## src/rtl/phy_tx_lane_serializer.sv

```systemverilog
// phy_tx_lane_serializer: stripes one symbol stream round-robin over LANES lanes, MSB-first per lane.
// Symbols staged during a frame go out together in the next frame; lanes without data send IDLE_SYM.
module phy_tx_lane_serializer #(
    parameter int LANES = 4,
    parameter int WIDTH = 8,
    parameter logic [WIDTH-1:0] IDLE_SYM = 8'hBC
) (
    input  logic                         clk_8f,
    input  logic                         reset,
    input  logic [WIDTH-1:0]             data_in,
    input  logic                         valid_in,
    output logic                         ready_out,
    input  logic [$clog2(LANES+1)-1:0]   cfg_lanes,
    output logic [LANES-1:0]             serial_out,
    output logic [LANES-1:0]             lane_valid,
    output logic                         frame_start
);
    localparam int CW = $clog2(LANES+1);
    localparam int BW = (WIDTH > 1) ? $clog2(WIDTH) : 1;

    logic [BW-1:0]    bit_cnt;
    logic [CW-1:0]    fill, active, cfg_sane;
    logic [WIDTH-1:0] slot [LANES];
    logic [LANES-1:0] slot_v;
    logic [WIDTH-1:0] shreg [LANES];
    logic             boundary, accept;

    assign boundary  = bit_cnt == BW'(WIDTH-1);
    assign ready_out = fill < active;
    assign accept    = valid_in && ready_out;
    assign cfg_sane  = (cfg_lanes == '0 || cfg_lanes > CW'(LANES)) ? CW'(LANES) : cfg_lanes;

    always_comb begin
        serial_out = '0;
        for (int i = 0; i < LANES; i++) serial_out[i] = shreg[i][WIDTH-1];
    end

    always_ff @(posedge clk_8f or posedge reset) begin
        if (reset) begin
            bit_cnt     <= '0;
            fill        <= '0;
            slot_v      <= '0;
            active      <= CW'(LANES);
            frame_start <= 1'b1;
            lane_valid  <= '0;
            for (int i = 0; i < LANES; i++) begin
                shreg[i] <= IDLE_SYM;
                slot[i]  <= '0;
            end
        end else begin
            bit_cnt     <= boundary ? '0 : bit_cnt + BW'(1);
            frame_start <= boundary;
            if (boundary) begin
                fill   <= '0;
                slot_v <= '0;
                active <= cfg_sane;
                // a symbol accepted in the boundary cycle bypasses its slot straight into the shifter
                for (int i = 0; i < LANES; i++) begin
                    shreg[i]      <= slot_v[i] ? slot[i] :
                                     (accept && fill == CW'(i)) ? data_in : IDLE_SYM;
                    lane_valid[i] <= slot_v[i] || (accept && fill == CW'(i));
                end
            end else begin
                if (accept) fill <= fill + CW'(1);
                for (int i = 0; i < LANES; i++) begin
                    shreg[i] <= shreg[i] << 1;
                    if (accept && fill == CW'(i)) begin
                        slot[i]   <= data_in;
                        slot_v[i] <= 1'b1;
                    end
                end
            end
        end
    end
endmodule

```

## config.mk

```make
export PLATFORM = sky130hd
export DESIGN_NAME = phy_tx_lane_serializer
export DESIGN_NICKNAME = d
export VERILOG_FILES = /design/src/rtl/phy_tx_lane_serializer.sv
export SDC_FILE = /design/constraint.sdc
export NUM_CORES = 1
export LEC_CHECK = 0
export CAP_MARGIN = 20
export CORE_UTILIZATION = 30
export DETAILED_ROUTE_END_ITERATION = 8
export PLACE_DENSITY = 0.53
export SYNTH_ARGS = -nofsm -noshare
export SYNTH_HDL_FRONTEND = slang
export SYNTH_SLANG_ARGS = --single-unit
```

## constraint.sdc

```tcl
create_clock -name clk_8f -period 3.2 [get_ports clk_8f]
set_clock_uncertainty 0.2 [all_clocks]
set_input_delay 0.96 -clock clk_8f [delete_from_list [all_inputs] [get_ports clk_8f]]
set_output_delay 0.96 -clock clk_8f [all_outputs]
set_load 0.1 [all_outputs]
```

# ---- Word level (Yosys, flattened, before mapping)
# Index checks and enable logic that the tools add are counted.
dict set report totals {
  inputBits 14
  output_inout_bits 10
  reg_bits 82
  word_cells 65
}
dict set report classes {
  reduce_logical 21
  add_sub_neg 2
  n_eq_ne 4
  muxes 18
  n_lt_le_gt_ge 2
  bitwise_logic 1
}
# cell n
set op_table {}
lappend op_table {{two-way mux 8 bit} 8}
lappend op_table {{two-way mux 32 bit} 1}
lappend op_table {{two-way mux 3 bit} 4}
lappend op_table {{nonzero test 2 bit} 5}
lappend op_table {{AND reduction 2 bit} 4}
lappend op_table {{adder 3 x 1 -> 3 bit (second input constant)} 2}
lappend op_table {{equality test 3 x 2 -> 1 bit (second input constant)} 2}
lappend op_table {{logical NOT 3 bit} 2}
lappend op_table {{logical AND 1 bit} 5}
lappend op_table {{logical OR 1 bit} 5}
lappend op_table {{two-way mux 1 bit} 4}
lappend op_table {{two-way mux 4 bit} 1}
lappend op_table {{equality test 3 x 1 -> 1 bit (second input constant)} 1}
lappend op_table {{equality test 3 bit (second input constant)} 1}
lappend op_table {{> comparator 3 bit (second input constant)} 1}
lappend op_table {{less-than comparator 3 bit} 1}
lappend op_table {{NOT 1 bit} 1}

# ---- Longest topological paths before layout
# Gate-level depths: netlist (run 1).
dict set report depth {
  word_depth 6
  depth_mapped 8
  depth_no_buf 6
}

# ---- Worst setup path after synthesis (run 1)
# OpenSTA, ideal clock, no wires.
dict set report synth_path {
  path_kind {register -> output}
  from {reg active[2]}
  to {out ready_out}
  stages_incl_launch_ff 7
  arrival_time_ns 1.696
  t_required_ns 2.040
  path_buffers 2
  slack_ns 0.344
  cell_sequence {dfstp_2 inv_1 ha_1 a21oi_4 o21a_1 buf_4 buf_4}
}
dict set report synth_between {
  elab_chain_cells 1
}
# item line
set synth_lines {}
lappend synth_lines {{from (decl)} 22} ;# logic [CW-1:0] fill, active, cfg_sane;
lappend synth_lines {{from (signal assigned)} 43} ;# active <= CW'(LANES);
lappend synth_lines {{from (signal assigned)} 56} ;# active <= cfg_sane;
lappend synth_lines {{less-than comparator 3 bit} 29} ;# assign ready_out = fill < active;
lappend synth_lines {{to (decl)} 12} ;# output logic ready_out,
# Every way passes these cells.

# ---- Worst setup path after layout (run 1)
# Ends and elaborated chain as after synthesis.

==> results of run 1 <==
## sequential cells by signal (all words and copies together), names as in the netlist, 3 cells and up
name and cells:
shreg 28, slot 32, fill 3, active 3, serial_out 4, bit_cnt 3, slot_v 4, lane_valid 4
## layout make-up
| class | instances | area (µm²) | area share |
|---|---|---|---|
| clock buffers | 9 | 225.2 | 0.05239 |
| well taps | 143 | 178.9 | 0.04162 |
| repair buffers | 30 | 282.8 | 0.06577 |
| inverters | 32 | 123.9 | 0.02881 |
| multi-input cells | 163 | 1350 | 0.3140 |
| clock inverters | 7 | 58.81 | 0.01368 |
| flip-flops and latches | 82 | 2079 | 0.4837 |
## layout by cell type, fill, tap and decap left out, types with 3 or more instances in the layout
| cell | n |
|---|---|
| nand3_1 | 4 |
| mux2_1 | 5 |
| a31oi_1 | 3 |
| a21oi_1 | 14 |
| clkinvlp_4 | 3 |
| clkdlybuf4s50_1 | 13 |
| dfstp_2 | 22 |
| nor3b_1 | 3 |
| nand2_1 | 5 |
| and4bb_2 | 3 |
| a32oi_1 | 6 |
| inv_1 | 31 |
| nor2_1 | 16 |
| clkbuf_16 | 9 |
| o221ai_1 | 17 |
| mux2i_1 | 3 |
| o21ai_0 | 18 |
| o211ai_1 | 4 |
| ha_1 | 9 |
| inv_6 | 3 |
| o221a_2 | 4 |
| buf_4 | 15 |
| mux2_2 | 27 |
| dfrtp_1 | 60 |
| nand4b_4 | 3 |
| nand3b_1 | 4 |
## path summary, 6_finish.rpt
check	start	end	slack, ps	cells after the start
setup / recovery	active[2]$_DFFE_PP1P_	ready_out	130	5
setup reg to reg	active[2]$_DFFE_PP1P_	slot[11]$_DFFE_PP0P_	630	7
hold reg to reg	bit_cnt[0]$_DFF_PP0_	bit_cnt[0]$_DFF_PP0_	230	1
hold / removal	bit_cnt[0]$_DFF_PP0_	bit_cnt[0]$_DFF_PP0_	230	1
max in group asynchronous	reset	shreg[19]$_DFF_PP1_	1530	3
min in group asynchronous	reset	slot[7]$_DFFE_PP0P_	900	3
## logic make-up (layout without fill, tap and decap cells)
kind of cell | Yosys count | after routing | synth area share
and+or+nand+nor | 44 | 44 | 0.08251
muxes | 35 | 35 | 0.1073
AOI/OAI and AO/OA | 73 | 73 | 0.1437
DFF | 82 | 82 | 0.5713
xor gates and xnor gates | 1 | 1 | 0.002407
adders and majority gates | 10 | 10 | 0.03438
buffers and inverters | 50 | 78 | 0.05844
## routing by layer
| metal | track usage | vias up | part of all wire |
|---|---|---|---|
| met4 | 0.04800 | 0 | 0.016 |
| met3 | 0.03672 | 10 | 0.033 |
| met5 | 0 | - | 0 |
| met1 | 0.1760 | 1168 | 0.51 |
| li1 | - | 1101 | - |
| met2 | 0.1884 | 36 | 0.44 |
## power by group through the flow
| stage | Clock [mW] | Combinational (mW) | Sequential [mW] |
|---|---|---|---|
| 6_report | 0.985 | 0.757 | 1.54 |
| 5_1_grt | 1.05 | 0.815 | 1.57 |
| 4_1_cts | 1.01 | 0.767 | 1.54 |
| 3_5_place_dp | 0 | 0.765 | 1.56 |
| 3_3_place_gp | 0 | 0.750 | 1.55 |
| 2_1_floorplan | 0 | 0.476 | 1.67 |
## critical path, delay by kind of cell (launching register included)
family	cells	cell delay, ps
buffers and inverters	2	240
adder cells (fa/ha/maj)	1	320
AO/OA/AOI/OAI	1	240
flip-flops	1	530
AND/OR/NAND/NOR	1	240
## stage by stage
step | util | setup slack, ps | area [µm²] | hold slack, ps
after CTS | 0.3702 | 103.5 | 4299 | 238.2
after detailed placement | 0.3457 | 245.2 | 4015 | 228.9
final | 0.3702 | 130.7 | 4299 | 228.7
after global routing | 0.3702 | 55.42 | 4299 | 263.7
after floorplan | - | 343.8 | 3643 | 203.1
after global placement | 0.3457 | 291.3 | 4015 | 219.3
==> impl_metrics.ini, run 1 <==
[clock_tree]
cts.repair.resized = 0
cts_tree = done
cts_num_sinks = 82
worstSkewPairLatency_ps = 330
root_buffer = clkbuf_16
numCtsBuffers = 9
cts.path.max_buffers = 2
ctsHoldBuffers = 0
clk_pin_slew_ps = 60
cts_setup_buffers = 0
htree_levels = 3

[place]
io_buffers = 23
gp_congestion = 0.7150
placed_cells = 450
hpwl_um = 4752

[synth]
synth.cell_area_um2 = 3640
synth_ff_type = dfrtp_1
ys_async_sr_fraction = 1.000
synth.top_cell.area_share = 0.4125
syn_area_per_cell_um2 = 12.34
yosysWarningCount = 0
synthTopCellsByArea = dfrtp_1 41%, dfstp_2 16%, mux2_2 8.4%
synth-seq-cells = 82
synth_fp_nets = 319
synth_commonest_cells = 60 x dfrtp_1, 32 x inv_1, 27 x mux2_2
synth.largest_area_cell = dfrtp_1
yosysMostFrequentCell = dfrtp_1
synth_edf_count = 0
ys_types = 37
yosysSeqAreaShare = 0.5713
synthCells = 295

[pwr]
power_mw = 3.279
leakage_nw = 1.848
p_int_mw = 2.219
powerDensity_nw_per_um2 = 762.6
switching_share = 0.3232
p_switching_mw = 1.059
vdd_drop_max_v = 0.0004065
power_frac_seq = 0.469
combPwrFrac = 0.231
clockPowerShare = 0.300

[routing]
dr.pass1.iters = 6
drt-initial-drc-count = 80
drtAntennaViolNets = 0
num_vias = 2315
drt-wirelength-per-cell_um = 15.56
drt-total-wl_um = 7253
drcViolationCount = 3
via_per_inst = 4.968

[flow_run]
maxCapViolations = 0

[sta]
fmax_mhz = 325.8
slew_violations = 0
fin_crit_sh = 0.9591
min_period_ps = 3069
setup_viol = 0
tns_ps = 0
relSlewSlack = 0.6526
hold_viol_final = 0
tightest_slew_ps = 518.8
rsz0062_at_grt = false

[run_status]
outcome = finished with violations
violations = DRC

[die]
chipWidth_um = 112.1
io_pins = 24
rows = 39
die_h_um = 112.1
die_area_um2 = 12580
start_util = 0.3134
core_um2 = 11610

[worst_setup_path]
cp-start-kind = flop
cp_cell_sequence = inv_1 -> ha_1 -> nand2_1 -> o21a_1 -> buf_12
endpoint_kind = output pin
crit_required_ps = 2040
crit_path_top_delay_cell = dfstp_2
cpPeakStageDelay_ps = 530
cp.arrival_ps = 1910
crit_type = reg2out
path_max_fanout = 6

[hold_path]
hold_path_class = reg2reg

[layout]
nNetsFinal = 342
antenna_cells = 0
stdcell_count = 466
fill_cells = 1171
drive_gt1_frac = 0.3065
syn2layout_area_growth_pct = 18.12

[global_routing]
grt_antenna_before_repair = 0
grt_overflow = 0
grt_max_degree = 83
grt.total_usage = 0.1271
grt_first_pass_wirelength_um = 12440
grt_pass1_vias = 2381
(Power assumes the default switching activity.)
==> run 2, diff against run 1 <==
--- a/config.mk
+++ b/config.mk
@@ -6,9 +6,9 @@
 export NUM_CORES = 1
 export LEC_CHECK = 0
 export CAP_MARGIN = 20
-export CORE_UTILIZATION = 30
+export CORE_UTILIZATION = 53
 export DETAILED_ROUTE_END_ITERATION = 8
-export PLACE_DENSITY = 0.53
+export PLACE_DENSITY = 0.81
 export SYNTH_ARGS = -nofsm -noshare
 export SYNTH_HDL_FRONTEND = slang
 export SYNTH_SLANG_ARGS = --single-unit
==> impl_metrics.ini, run 2 (synthesis results as in run 1) <==
[run_status]
outcome = finished with violations
violations = DRC

[pwr]
leakage_nw = 1.833
switching_share = 0.3126
combPwrFrac = 0.242
power_frac_seq = 0.491
p_int_mw = 2.164
powerDensity_nw_per_um2 = 756.5
power_mw = 3.148
p_switching_mw = 0.9840
vdd_drop_max_v = 0.0005087
clockPowerShare = 0.267

[layout]
largest_reg_flops = 32
nNetsFinal = 342
antenna_cells = 0
multi_input_area_um2 = 1350
stdcell_count = 400
syn2layout_area_growth_pct = 14.33
seq_area_um2 = 2079
reg_top3 = slot: 32 flops, shreg: 28 flops
mostFrequentLayoutCells = 60 x dfrtp_1, 31 x inv_1, 27 x mux2_2
final_common_cell = dfrtp_1
drive_gt1_frac = 0.3034
largest-register = slot
fill_cells = 488

[sta]
min_period_ps = 3104
slew_violations = 0
setup_ws_ps = 95.94
tightest_slew_ps = 573.8
fin_crit_sh = 0.9700
relSlewSlack = 0.6174
setup_viol = 0
tns_ps = 0
hold_viol_final = 0
rsz0062_at_grt = false
fmax_mhz = 322.2

[global_routing]
grt_pass1_vias = 2311
use_met3 = 0.04767
grt_first_pass_wirelength_um = 11500
busiest_layer = met2
grt_max_degree = 83
met2_usage = 0.3356
grt_overflow = 0
grt.total_usage = 0.2129
grt_antenna_before_repair = 0
grt_use_met1 = 0.2886

[routing]
dr.pass1.iters = 7
via_per_inst = 5.935
drt-wirelength-per-cell_um = 17.06
drt-total-wl_um = 6824
drtAntennaViolNets = 0
drcViolationCount = 3
drt-initial-drc-count = 170
num_vias = 2374

[worst_setup_path]
rr_startpoint = active[2]$_DFFE_PP1P_
r2r_setup_slack_ps = 590
rr_endpoint = slot[23]$_DFFE_PP0P_
cp_cell_sequence = inv_1 -> ha_1 -> a21oi_4 -> o21a_1 -> buf_12
endpoint_kind = output pin
crit_path_top_delay_cell = dfstp_2
path_max_fanout = 6
crit_type = reg2out
rr_worst_depth = 7
crit_required_ps = 2040
cp-start-kind = flop
cp.arrival_ps = 1940
cp_num_buf_inv = 2
cpPeakStageDelay_ps = 540
crit_family = flip-flops

[hold_path]
hp-start = bit_cnt[0]$_DFF_PP0_
min_delay_worst_endpoint = bit_cnt[0]$_DFF_PP0_
hold_path_depth = 1
hold_path_class = reg2reg

[die]
start_util = 0.5604
chipWidth_um = 84.87
die_h_um = 84.87
die_area_um2 = 7203
io_pins = 24
core_um2 = 6495
rows = 29

[clock_tree]
cts.repair.resized = 0
htree_levels = 3
ctsHoldBuffers = 0
root_buffer = clkbuf_8
cts.path.max_buffers = 2
clk_pin_slew_ps = 70
worstSkewPairLatency_ps = 350
numCtsBuffers = 9
cts_tree = done
cts_num_sinks = 82
cts_setup_buffers = 0

[place]
dp_worst_setup_slack_ps = 244.8
placed_cells = 384
io_buffers = 23
gp_congestion = 0.8394
hpwl_um = 4533

[flow_run]
maxCapViolations = 0
==> run 2: cell type report <==
type | count | share of cell area
Clock buffer | 12 | 0.03728
Clock inverter | 4 | 0.01774
Inverter | 32 | 0.02977
Multi-Input combinational cell | 163 | 0.3244
Sequential cell | 82 | 0.4997
Tap cell | 77 | 0.02315
Timing Repair Buffer | 30 | 0.06795
==> run 2: routing by layer <==
layer | share of wire | vias to the layer above
li1 | - | 1102
met3 | 0.038 | 8
met1 | 0.46 | 1218
met2 | 0.49 | 46
met5 | 0 | -
met4 | 0.014 | 0
==> run 2: worst max path at each step <==
stage | cells past startpoint | to | slack (ps) | startpoint
after CTS | 5 | ready_out | 80 | active[2]$_DFFE_PP1P_
after floorplan | 6 | ready_out | 340 | active[2]$_DFFE_PP1P_
after global placement | 4 | slot[6]$_DFFE_PP0P_ | 330 | valid_in
after detailed placement | 4 | slot[6]$_DFFE_PP0P_ | 240 | valid_in
final | 5 | ready_out | 100 | active[2]$_DFFE_PP1P_
after global routing | 5 | ready_out | 40 | active[2]$_DFFE_PP1P_
==> run 2: per-stage QoR <==
stage            util  hold slack, ps  area, µm²
2_1_floorplan       -           203.1       3643
3_3_place_gp   0.6055           213.3       3933
3_5_place_dp   0.6055           224.4       3933
4_1_cts        0.6407           235.9       4161
5_1_grt        0.6407           257.2       4161
6_report       0.6407           230.9       4161
==> run 2: power by group through the flow <==
stage,clock network (mW),logic [mW],registers [mW]
floorplan,0,0.476,1.67
global placement,0,0.739,1.54
detailed placement,0,0.765,1.56
CTS,0.855,0.770,1.55
global route,0.898,0.819,1.58
finish,0.842,0.761,1.55
==> run 2: worst reg2reg max path, delay by kind of cell, from the launching register on <==
kind,cells,cell delay (ps)
compound gates,2,490
fa+ha+maj,1,330
buf+inv,2,330
flops,1,540
mux,1,370
simple gates,1,240
==> run 3, diff against run 2 <==
--- a/config.mk
+++ b/config.mk
@@ -9,6 +9,7 @@
 export CORE_UTILIZATION = 53
 export DETAILED_ROUTE_END_ITERATION = 8
 export PLACE_DENSITY = 0.81
+export RECOVER_POWER = 25
 export SYNTH_ARGS = -nofsm -noshare
 export SYNTH_HDL_FRONTEND = slang
 export SYNTH_SLANG_ARGS = --single-unit
==> impl_metrics.ini, run 3 (synthesis results as in run 1) <==
[routing]
wl_met3_um = 222
via_per_inst = 5.880
drt-initial-drc-count = 159
drt-wirelength-per-cell_um = 17.11
dr.pass1.iters = 9
drt-total-wl_um = 6844
num_vias = 2352
wl_met2_um = 3340
drtAntennaViolNets = 0
drcViolationCount = 2
highest_layer = met4
wl_met1_um = 3171

[worst_setup_path]
cp-start-kind = flop
startpoint = active[2]$_DFFE_PP1P_
rr_startpoint = active[2]$_DFFE_PP1P_
crit_type = reg2out
r2r_setup_slack_ps = 600
endpoint_kind = output pin
crit_required_ps = 2040
cp.arrival_ps = 1940
rr_endpoint = slot[23]$_DFFE_PP0P_
path_max_fanout = 6
rr_worst_depth = 7

[pwr]
leakage_nw = 1.831
powerDensity_nw_per_um2 = 758.5
vdd_drop_max_v = 0.0005081

[clock_tree]
cts.path.max_buffers = 2
htree_levels = 3
worstSkewPairLatency_ps = 350
cts_setup_buffers = 0
cts.repair.resized = 0
root_buffer = clkbuf_8
cts_num_sinks = 82
cts_tree = done
numCtsBuffers = 9
clk_pin_slew_ps = 70
ctsHoldBuffers = 0

[global_routing]
grt_overflow = 0
grt.total_usage = 0.2129
grt_first_pass_wirelength_um = 11500
grt_antenna_before_repair = 0
grt_max_degree = 83
grt_pass1_vias = 2311

[die]
io_pins = 24
die_h_um = 84.87
core_um2 = 6495
chipWidth_um = 84.87
rows = 29
start_util = 0.5604
die_area_um2 = 7203

[hold_path]
hp-start = bit_cnt[0]$_DFF_PP0_
hold_path_depth = 1
min_delay_worst_endpoint = bit_cnt[0]$_DFF_PP0_
hold_path_class = reg2reg

[layout]
reg_top3 = slot: 32 flops, shreg: 28 flops
multi_input_area_um2 = 1348
final_common_cell = dfrtp_1
seq_area_um2 = 2079
mostFrequentLayoutCells = 60 x dfrtp_1, 31 x inv_1, 27 x mux2_2
largest_reg_flops = 32
drive_gt1_frac = 0.3003
largest-register = slot
nNetsFinal = 342
antenna_cells = 0
syn2layout_area_growth_pct = 13.92
postLayoutCellArea_um2 = 4146
fill_cells = 490

[run_status]
outcome = finished with violations
violations = DRC

[flow_run]
maxCapViolations = 0

[sta]
hold_viol_final = 0
slew_violations = 0
fin_crit_sh = 0.9699
tns_ps = 0
min_period_ps = 3104
setup_viol = 0
fmax_mhz = 322.2
relSlewSlack = 0.2772
rsz0062_at_grt = false
tightest_slew_ps = 1084
hold_ws_ps = 230.8

[place]
gp_congestion = 0.8394
hpwl_um = 4533
io_buffers = 23
placed_area_um2 = 3933
run 3: worst max path at each step:
| stage | end |
|---|---|
| after global routing | ready_out |
| final | ready_out |
| after CTS | ready_out |
| after detailed placement | slot[6]$_DFFE_PP0P_ |
| after floorplan | ready_out |
| after global placement | slot[6]$_DFFE_PP0P_ |
run 3: where the power goes:
group          total [mW]  leakage (nW)  internal, mW  switching [mW]
combinational       0.758         0.733         0.274           0.484
clock               0.841         0.117         0.483           0.358
sequential           1.55         0.982          1.41           0.141
run 3: area by class of cell:
class / instances / area share
Clock buffer: 12 / 0.03742
Clock inverter: 4 / 0.01780
Inverter: 32 / 0.02987
Multi-Input combinational cell: 163 / 0.3250
Sequential cell: 82 / 0.5015
Tap cell: 77 / 0.02323
Timing Repair Buffer: 30 / 0.06518
run 3: critical path, cell delays in order, from the launching register on:
cell     delay (ps)
dfstp_2         540
inv_1            50
ha_1            320
a21oi_4         240
o21a_1          240
buf_12          200
run 3: metrics by stage:
stage	total power [mW]	utilization	cells	setup WS (ps)
4_1_cts	3.171	0.6407	400	84.84
5_1_grt	3.296	0.6384	400	41.76
2_1_floorplan	2.147	-	295	343.8
3_5_place_dp	2.328	0.6055	384	244.8
6_report	3.145	0.6384	400	96.29
3_3_place_gp	2.280	0.6055	384	333.8
run 3: metal layers:
| metal | vias up | track usage |
|---|---|---|
| met5 | - | 0 |
| met4 | 0 | 0.08937 |
| met3 | 11 | 0.04767 |
| met2 | 36 | 0.3356 |
| met1 | 1204 | 0.2886 |
| li1 | 1101 | - |
==> patch, RTL diff (settings of run 2) <==
Change the parameter `LANES` from 4 to 16.
--- a/src/rtl/phy_tx_lane_serializer.sv
+++ b/src/rtl/phy_tx_lane_serializer.sv
@@ -1,7 +1,7 @@
 // phy_tx_lane_serializer: stripes one symbol stream round-robin over LANES lanes, MSB-first per lane.
 // Symbols staged during a frame go out together in the next frame; lanes without data send IDLE_SYM.
 module phy_tx_lane_serializer #(
-    parameter int LANES = 4,
+    parameter int LANES = 16,
     parameter int WIDTH = 8,
     parameter logic [WIDTH-1:0] IDLE_SYM = 8'hBC
 ) (
Ports: changed (resized cfg_lanes, lane_valid and serial_out); port bits go from 24 to 50. The function was not compared with the original's and may differ.
==> patch against run 2 <==
Register-to-register slack lost 0.28 ns; total power rose to 3.0 times the old value; highest routed layer unchanged; first-iteration DRC count grew to 5.5 times the old value; synthesized cell count rose to 4.0 times the old value; worst setup slack lost 0.061 ns; final area grew to 3.9 times the old value; global-route usage increased by 6.0 points; synthesized area grew to 3.8 times the old value; routed wire length grew to 5.3 times the old value; sequential cell count increased by 220; critical path type unchanged.
==> patch: results (changes against run 2) <==
status:
  status: "finished, final reports clean"
placement:
  post_dp_cell_area_mm2: 0.0152  # +290%
  place_ws_ns: -0.120  # -0.365 ns
  dpl.hpwl_mm: 21.9  # +380%
  dpl.cell_count: 1536  # +300%
  gp_congestion: 0.847  # +0.95%
global_route:
  grt_use_total_pct: 27.3  # +6.0 points
  grt_use_met2_pct: 42.7  # +9.1 points
  grt_pass1_wl_mm: 57.1  # +400%
  met3_usage_pct: 4.90  # +0.13 points
  grt_max_degree: 142  # +71%
  gr-usage-met1_pct: 38.0  # +9.1 points
yosys:
  netlist-cell-type-count: 59  # +59%
  syn_area_per_cell_um2: 11.8  # -4.3%
  yosys-top-cells-area: "dfrtp_1 (39%), dfstp_2 (15%), mux2_2 (10%)"
  yosysSeqAreaShare_pct: 54.7  # -2.4 points
  netlist_top_cells_count: "dfrtp_1 (220), mux2_2 (129), clkbuf_1 (84), dfstp_2 (82)"
critical_path:
  critPathMaxFanout: 3  # -3
  cpPeakStageDelay_ns: 0.39  # -0.15 ns
  slowest_stage: "dfrtp_1"
  cp_top_family: "compound AO/OA/AOI/OAI gates"
finish:
  buffers: 142  # +370%
  nMultiInputCombCells: 722  # +340%
  inverters_excl_clock: 38  # +19%
  seq_cell_count: 302  # +270%
  drive_gt1_share_pct: 32.9  # +2.5 points
  fillerInstances: 1939  # +300%
  nets: 1264  # +270%
  syn_to_final_growth_pct: 15.9
  seq_share_pct: 47.2  # -2.7 points
  final-clk-cell-share_pct: 6.08  # +0.58 points
  reg_top3: "slot x128, shreg x112"
  nClkBuffers: 50  # +38
  bufAreaShareNonClock_pct: 8.04  # +1.2 points
power_and_ir_drop:
  ir_worst_vdd_uv: 465  # -8.6%
  pwr-share-clk_pct: 36.5  # +9.8 points
  pg_comb_uw: 1430  # +88%
  internal_power_uw: 6990  # +220%
  p_leak_uw: 0.00684  # +270%
clocking:
  root_buffer: "clkbuf_16"
  clk_latency_ns: 0.56  # +0.21 ns
  htreeDepth: 1  # -2
  cts_inserted_buffers: 30  # +21
detailed_routing:
  wl_met1_mm: 14.9  # +380%
  wl_met3_mm: 2.95  # +1100%
  wl_mm: 36.0  # +430%
  vias: 10300  # +340%
  wl_met2_mm: 17.0  # +410%
sta:
  max_slew_margin_pct: 35.7  # -26 points
-- patch: kinds of logic after synthesis --
family	Yosys count	synth area share, %
AO/OA/AOI/OAI	367	20.8
adder cells (fa/ha/maj)	12	1.07
buffers and inverters	161	4.92
flip-flops	302	54.7
multiplexers	143	11.4
AND/OR/NAND/NOR	200	7.11
-- patch: path summary, 6_finish.rpt --
| check | startpoint | endpoint | slack [ns] | cells past startpoint |
|---|---|---|---|---|
| worst max register to register | active[4] | slot[85] | 0.31 | 9 |
| worst max-delay path | fill[2] | ready_out | 0.03 | 5 |
| min in group asynchronous | reset | slot_v[9] | 0.69 | 3 |
| worst min-delay path | bit_cnt[0] | bit_cnt[0] | 0.24 | 1 |
| worst min register to register | bit_cnt[0] | bit_cnt[0] | 0.24 | 1 |
| max in group asynchronous | reset | serial_out[12] | 1.54 | 3 |
-- patch: repair_timing --
item,CTS,global route
hold buffers,0,0
buffers inserted,1,2
pin swaps,2,2
setup endpoints to repair,1,1
gates resized for setup,3,1
